<file path="src/rtl/spike_train_encoder.sv">
// Sigma-delta rate encoder: turns LANES signed activations into T_STEPS spike/polarity timesteps per sample.
// Latency: sample accepted at edge k, first timestep registered at the next edge that sees step_en=1.
// Backpressure: in_ready only while IDLE; step_en=0 stalls the train with residuals and counter held.
module spike_train_encoder #(
    parameter int LANES      = 4,
    parameter int DATA_W     = 16,
    parameter int T_STEPS    = 16,
    parameter int FULL_SCALE = 4096,
    parameter int STEP_W     = 8
) (
    input  logic                      clk,
    input  logic                      rstn,
    input  logic                      in_valid,
    output logic                      in_ready,
    input  logic [LANES*DATA_W-1:0]   in_data,
    input  logic                      step_en,
    output logic                      out_valid,
    output logic [LANES-1:0]          out_spike,
    output logic [LANES-1:0]          out_polarity,
    output logic [STEP_W-1:0]         step_idx,
    output logic                      out_last,
    output logic                      busy
);

    localparam logic [DATA_W-1:0] FS        = DATA_W'(FULL_SCALE);
    localparam logic [DATA_W-1:0] HALF_FS   = DATA_W'(FULL_SCALE / 2);
    localparam logic [DATA_W-1:0] ABS_MAX   = {1'b0, {(DATA_W-1){1'b1}}};
    localparam logic [DATA_W-1:0] MOST_NEG  = {1'b1, {(DATA_W-1){1'b0}}};
    localparam logic [STEP_W-1:0] LAST_STEP = STEP_W'(T_STEPS - 1);

    typedef enum logic {
        ST_IDLE = 1'b0,
        ST_RUN  = 1'b1
    } state_t;

    state_t              r_state;
    state_t              w_state_nxt;

    logic [DATA_W-1:0]   r_mag [LANES];
    logic [DATA_W-1:0]   r_res [LANES];
    logic [LANES-1:0]    r_sign;
    logic [STEP_W-1:0]   r_cnt;

    logic [DATA_W-1:0]   w_mag_in [LANES];
    logic [LANES-1:0]    w_sign_in;
    logic [DATA_W:0]     w_t [LANES];
    logic [DATA_W-1:0]   w_res_nxt [LANES];
    logic [LANES-1:0]    w_spk;

    logic                w_accept;
    logic                w_step;
    logic                w_final;

    assign w_accept = in_valid && (r_state == ST_IDLE);
    assign w_step   = step_en && (r_state == ST_RUN);
    assign w_final  = (r_cnt == LAST_STEP);
    assign in_ready = (r_state == ST_IDLE);
    assign busy     = (r_state != ST_IDLE);

    // Per-lane magnitude capture: saturate the most negative code, then clamp to full scale.
    always_comb begin
        for (int i = 0; i < LANES; i++) begin
            logic [DATA_W-1:0] raw;
            logic [DATA_W-1:0] absval;
            raw          = in_data[i*DATA_W +: DATA_W];
            w_sign_in[i] = raw[DATA_W-1];
            if (!raw[DATA_W-1])
                absval = raw;
            else if (raw == MOST_NEG)
                absval = ABS_MAX;
            else
                absval = ~raw + 1'b1;
            w_mag_in[i] = (absval > FS) ? FS : absval;
        end
    end

    // Sigma-delta step: add magnitude to residual, fire and subtract full scale on overflow.
    always_comb begin
        for (int i = 0; i < LANES; i++) begin
            w_t[i]       = {1'b0, r_res[i]} + {1'b0, r_mag[i]};
            w_spk[i]     = (w_t[i] >= {1'b0, FS});
            w_res_nxt[i] = w_spk[i] ? DATA_W'(w_t[i] - {1'b0, FS}) : w_t[i][DATA_W-1:0];
        end
    end

    // State register.
    always_ff @(posedge clk) begin
        if (!rstn)
            r_state <= ST_IDLE;
        else
            r_state <= w_state_nxt;
    end

    // Next-state: accept in IDLE, return to IDLE after the final emitted timestep.
    always_comb begin
        w_state_nxt = r_state;
        case (r_state)
            ST_IDLE: if (w_accept) w_state_nxt = ST_RUN;
            ST_RUN:  if (w_step && w_final) w_state_nxt = ST_IDLE;
            default: w_state_nxt = ST_IDLE;
        endcase
    end

    // Latched sample and encoder residuals; residuals restart at half scale for rounding.
    always_ff @(posedge clk) begin
        if (!rstn) begin
            for (int i = 0; i < LANES; i++) begin
                r_mag[i] <= '0;
                r_res[i] <= '0;
            end
            r_sign <= '0;
            r_cnt  <= '0;
        end else if (w_accept) begin
            for (int i = 0; i < LANES; i++) begin
                r_mag[i] <= w_mag_in[i];
                r_res[i] <= HALF_FS;
            end
            r_sign <= w_sign_in;
            r_cnt  <= '0;
        end else if (w_step) begin
            for (int i = 0; i < LANES; i++)
                r_res[i] <= w_res_nxt[i];
            r_cnt <= r_cnt + 1'b1;
        end
    end

    // Registered outputs: spikes only with a valid step, polarity and index hold across stalls.
    always_ff @(posedge clk) begin
        if (!rstn) begin
            out_valid    <= 1'b0;
            out_spike    <= '0;
            out_polarity <= '1;
            step_idx     <= '0;
            out_last     <= 1'b0;
        end else begin
            out_valid <= w_step;
            out_spike <= w_step ? w_spk : '0;
            out_last  <= w_step && w_final;
            if (w_step) begin
                out_polarity <= ~r_sign;
                step_idx     <= r_cnt;
            end
        end
    end

endmodule
</file>
<file path="config.mk">
export PLATFORM = sky130hd
export DESIGN_NAME = spike_train_encoder
export DESIGN_NICKNAME = d
export VERILOG_FILES = /design/src/rtl/spike_train_encoder.sv
export SDC_FILE = /design/constraint.sdc
export NUM_CORES = 1
export LEC_CHECK = 0
export CORE_MARGIN = 10
export CORE_UTILIZATION = 60
export DETAILED_ROUTE_END_ITERATION = 16
export GPL_TIMING_DRIVEN = 0
export PLACE_DENSITY = 0.92
export SYNTH_ARGS = -nofsm -noshare
export SYNTH_HDL_FRONTEND = slang
export SYNTH_SLANG_ARGS = --single-unit
</file>
<file path="constraint.sdc">
create_clock -name clk -period 6.4 [get_ports clk]
set_input_delay 1.28 -clock clk [delete_from_list [all_inputs] [get_ports clk]]
set_output_delay 1.28 -clock clk [all_outputs]
set_load 0.005 [all_outputs]
</file>
After elaboration in Yosys (flattened, before gate mapping) --
Memories as Yosys holds them, arrays and structs flattened. Cells that the tools add are included. Widths: inputs -> output; s select.
Cells by class: add/subtract/negate cells 13, bitwise gates (word level) 19, muxes and demuxes 38, magnitude comparators 8, reduce and logical (&&, ||, !) cells 5, equal/unequal tests 5
Operators by type and width (count):
- $mux 16 | 28
- $add 16x16->17 | 4
- $ge 17x13->1 const B | 4
- $add 16x1->16 const B | 4
- $eq 16x16->1 const B | 4
- $gt 16x13->1 const B | 4
- $not 16->16 | 4
- $sub 16x13->16 const B | 4
- $or 1x1->1 | 12
- $mux 1 | 9
- $add 8x1->8 const B | 1
- $eq 8x4->1 const B | 1
- $not 4->4 | 1
- $logic_and 1x1->1 | 3
- $not 1->1 | 2
- $pmux 1 s2 | 1
- $reduce_and 2->1 | 1
- $reduce_or 2->1 | 1
Storage, ports and cells: output and inout bits 20, bits in writable memories 128, register bits 31, memories 2, logic and storage cells 98, input bits 68
Memory list:
- r_mag | depth 4, bits a word 16, rd ports 4, clocked after memory_dff 0, wr ports 4, RTL line 39 | logic [DATA_W-1:0] r_mag [LANES];
- r_res | depth 4, bits a word 16, rd ports 4, clocked after memory_dff 0, wr ports 4, RTL line 40 | logic [DATA_W-1:0] r_res [LANES];

Depth between registers and ports, before layout --
word-level depth 7, mapped depth 16, mapped depth without buffers 16

Worst setup path before layout --
OpenSTA, ideal clock, no wires.
kind input to register, start input in_valid, end memory r_mag[0][0], enable pin, required time 5.946 ns, stages on the path 5, library setup time 0.454 ns, data arrival time 3.879 ns, slack 2.067 ns, buffers on the path 2, path through nor2b_1 > clkbuf_1 > nor2_1 > inv_1 > clkbuf_1
RTL lines:
- from (decl) | RTL line 13 | input logic in_valid,
- to (decl) | RTL line 39

==> flow_summary.yaml <==
logic_synthesis:
  synth_commonest_cells: "a21oi_1, nand2_1, nor2_1"
  ys_warn_count: 0
  synth_async_sr_flop_share_pct: 0
  seq_area_frac_synth_pct: 38.59
  synth.most_common_cell: "a21oi_1"
  syn_area_um2: 11150
  synth_cell_types: 75
  ys_seq_elements: 159
  synth_area_leaders: "edfxtp_1, dfxtp_1, ha_1"
  netlist.area_leader.share_pct: 30.15
  synthCells: 1255
  syn_avg_cell_area_um2: 8.888
  synth_flop_cell: "edfxtp_1"
  synth_top_area_cell: "edfxtp_1"
  synth-edff-count: 112
layout:
  final_util_pct: 70.96
  multi_input_area_um2: 6507
  drive_gt1_share_pct: 4.499
  nets: 1512
  fillers: 1284
  syn_to_final_growth_pct: 15.45
  regArea_um2: 4304
  antenna_cells: 0
setup_path:
  reg2reg_depth: 16
  arrival_ns: 4.45
  path_max_fanout: 5
  critPathCaptureType: "flip-flop"
  r2r_start: "r_mag[0][0]$_SDFFCE_PN0P_"
  worstSetupPathType: "reg -> reg"
  start_kind: "flip-flop"
  ff2ff_setup_slack_ns: 2.10
  cp.required_ns: 6.55
  r2r-end: "r_res[0][15]$_SDFFCE_PN0P_"
route:
  drt_wl_total_um: 28280
  routedWlPerCell_um: 17.60
  drc_errors: 0
  firstDrtPassIters: 6
  viasPerCell: 6.367
  final_antenna_net_count: 0
  vias: 10230
  drt-initial-drc-count: 876
clock_tree:
  cts.sinks: 159
  cts_tree: "yes"
  cts_setup_buffers: 0
  clk_pin_slew_worst_paths_ns: 0.06
  cts_buffer_depth: 2
  postCtsHoldBufs: 0
  cts_buffers: 17
  h-tree-depth: 4
  clk_latency_ns: 0.44
  cts.repair.resized: 0
  clockRootBuffer: "clkbuf_16"
worst_hold_path:
  min_from: "step_idx[1]$_SDFFE_PN0P_"
  whs_endpoint: "step_idx[1]$_SDFFE_PN0P_"
  whs_path_depth: 2
  hp-class: "reg -> reg"
power_and_ir_drop:
  power_density_nw_per_um2: 227.8
  p_leak_nw: 5.052
  power_w: 0.002934
  vdd_drop_max_mv: 0.1989
floorplan:
  core_area_um2: 18150
  fp-row-count: 49
  die_y_um: 156.3
  ioPinCount: 88
  chipWidth_um: 156.3
  dieArea_um2: 24440
  start_util_pct: 61.47
timing:
  tightestPinTransition_ns: 0.9559
  setup_viol: 0
  finalSetupTns_ns: 0
  timing.final.ws_setup_ns: 2.102
  fin_crit_ns: 4.298
  slew_viol_final: 0
  max_freq_mhz: 232.7
  finClkSkew_ns: 0.008572
  fin_crit_sh_pct: 67.15
  rsz0062_at_grt: "false"
  hold_violations: 0
  relSlewSlack_pct: 35.69
global_route:
  grt_max_degree: 41
  grt_pass1_wl_um: 46460
  grt_pass1_vias: 9869
  grt-ovfl-total: 0
  antenna_found_initial: 0
  track_usage_pct: 22.81
job:
  cap_violations: 0
placement:
  dpl_worst_slack_ns: 1.808
  port_buffers: 79
  dp.final_hpwl_um: 20390
  gp_congestion: 0.9187
run_status:
  status: "finished, final reports clean"
[critical path, cell delays in order, from the launching register on]
cell and delay [ns]:
edfxtp_1 0.37, ha_1 0.18, inv_1 0.06, fa_1 0.40, nor2b_1 0.25, o2111ai_1 0.17, a21boi_0 0.39, nor3_1 0.14
a211oi_1 0.48, inv_1 0.14, ha_1 0.24, nand2_1 0.07, a2111oi_0 0.06, nand4_1 0.11, nor4_1 0.07, a311oi_1 0.65
o21ai_0 0.23
[cells in the final DEF, fill, tap and decap left out, types with 7 or more instances in the layout]
| cell type | n |
|---|---|
| edfxtp_1 | 112 |
| o21a_1 | 10 |
| ha_1 | 75 |
| nor3_1 | 34 |
| mux2i_1 | 8 |
| inv_1 | 44 |
| nand2b_1 | 13 |
| a31oi_1 | 13 |
| nand3b_1 | 7 |
| nor2_1 | 123 |
| nor2b_1 | 15 |
| o31ai_1 | 7 |
| nand2_1 | 123 |
| xnor2_1 | 38 |
| a21o_1 | 23 |
| conb_1 | 12 |
| o21ai_0 | 61 |
| xor2_1 | 45 |
| a211oi_1 | 22 |
| a21oi_1 | 131 |
| nand4_1 | 16 |
| clkbuf_16 | 19 |
| buf_1 | 8 |
| nand3_1 | 26 |
| clkdlybuf4s50_1 | 79 |
| or3_1 | 13 |
| a21boi_0 | 10 |
| clkbuf_1 | 39 |
| and3_1 | 19 |
| dfxtp_1 | 47 |
| or4_1 | 7 |
| nor4_1 | 18 |
| and2_1 | 17 |
| a311oi_1 | 13 |
| o211ai_1 | 20 |
[where the power goes]
part / switching, W / internal [W] / total [W]
combinational: 0.000437 / 0.000279 / 0.000717
sequential: 0.0000327 / 0.00118 / 0.00121
clock: 0.000434 / 0.000568 / 0.00100
[metrics by stage]
step | hold WS [ns] | cells | cell area, µm²
after global placement | 0.4439 | 1574 | 12270
final | 0.4608 | 1607 | 12880
after global routing | 0.4913 | 1607 | 12880
after detailed placement | 0.4548 | 1575 | 12300
after CTS | 0.4634 | 1607 | 12870
after floorplan | 0.4362 | 1266 | 11200
[sequential cells by signal, indices dropped and copies added, names as in the netlist]
signal        flops
r_sign            4
r_mag            64
step_idx          8
out_valid         1
r_cnt             8
out_spike         4
busy              1
out_polarity      4
r_res            64
out_last          1
[cells by family after synthesis]
kind of cell	after synthesis	share of synthesized area, %
AOI/OAI and AO/OA	365	20.98
xor gates and xnor gates	83	6.517
adders and majority gates	79	9.131
buffers and inverters	98	3.466
DFF	159	38.59
muxes	9	0.8189
other	1	0.03362
and+or+nand+nor	461	20.47
[per-layer routing]
layer	global-route usage [%]	share of wire, %	vias up
met5	0	0	-
met4	9.169	2.6	0
met3	3.893	6.0	82
met2	40.37	50	445
met1	26.90	41	4801
li1	-	-	4904
[how the worst max path moves through the flow]
stage               slack (ns)                 startpoint                    endpoint  depth (start not counted)
floorplan                 2.07                   in_valid   r_mag[0][0]$_SDFFCE_PN0P_                          5
global placement          0.52                   in_valid   r_mag[1][4]$_SDFFCE_PN0P_                          6
detailed placement        1.81                in_data[16]   r_mag[1][7]$_SDFFCE_PN0P_                         12
CTS                       2.17  r_res[0][4]$_SDFFCE_PN0P_  r_res[0][14]$_SDFFCE_PN0P_                         13
global route              1.79  r_res[0][4]$_SDFFCE_PN0P_  r_res[0][14]$_SDFFCE_PN0P_                         13
finish                    2.10  r_mag[0][0]$_SDFFCE_PN0P_  r_res[0][15]$_SDFFCE_PN0P_                         16
[cell type report]
class / count / area share (%)
repair buffers: 80 / 6.296
clock inverters: 9 / 0.5247
plain buffers: 54 / 1.749
flip-flops and latches: 159 / 33.42
clock buffers: 23 / 3.964
multi-input cells: 1009 / 50.53
inverters: 44 / 1.283
well taps: 229 / 2.225
Power figures use the tool's default switching activity.
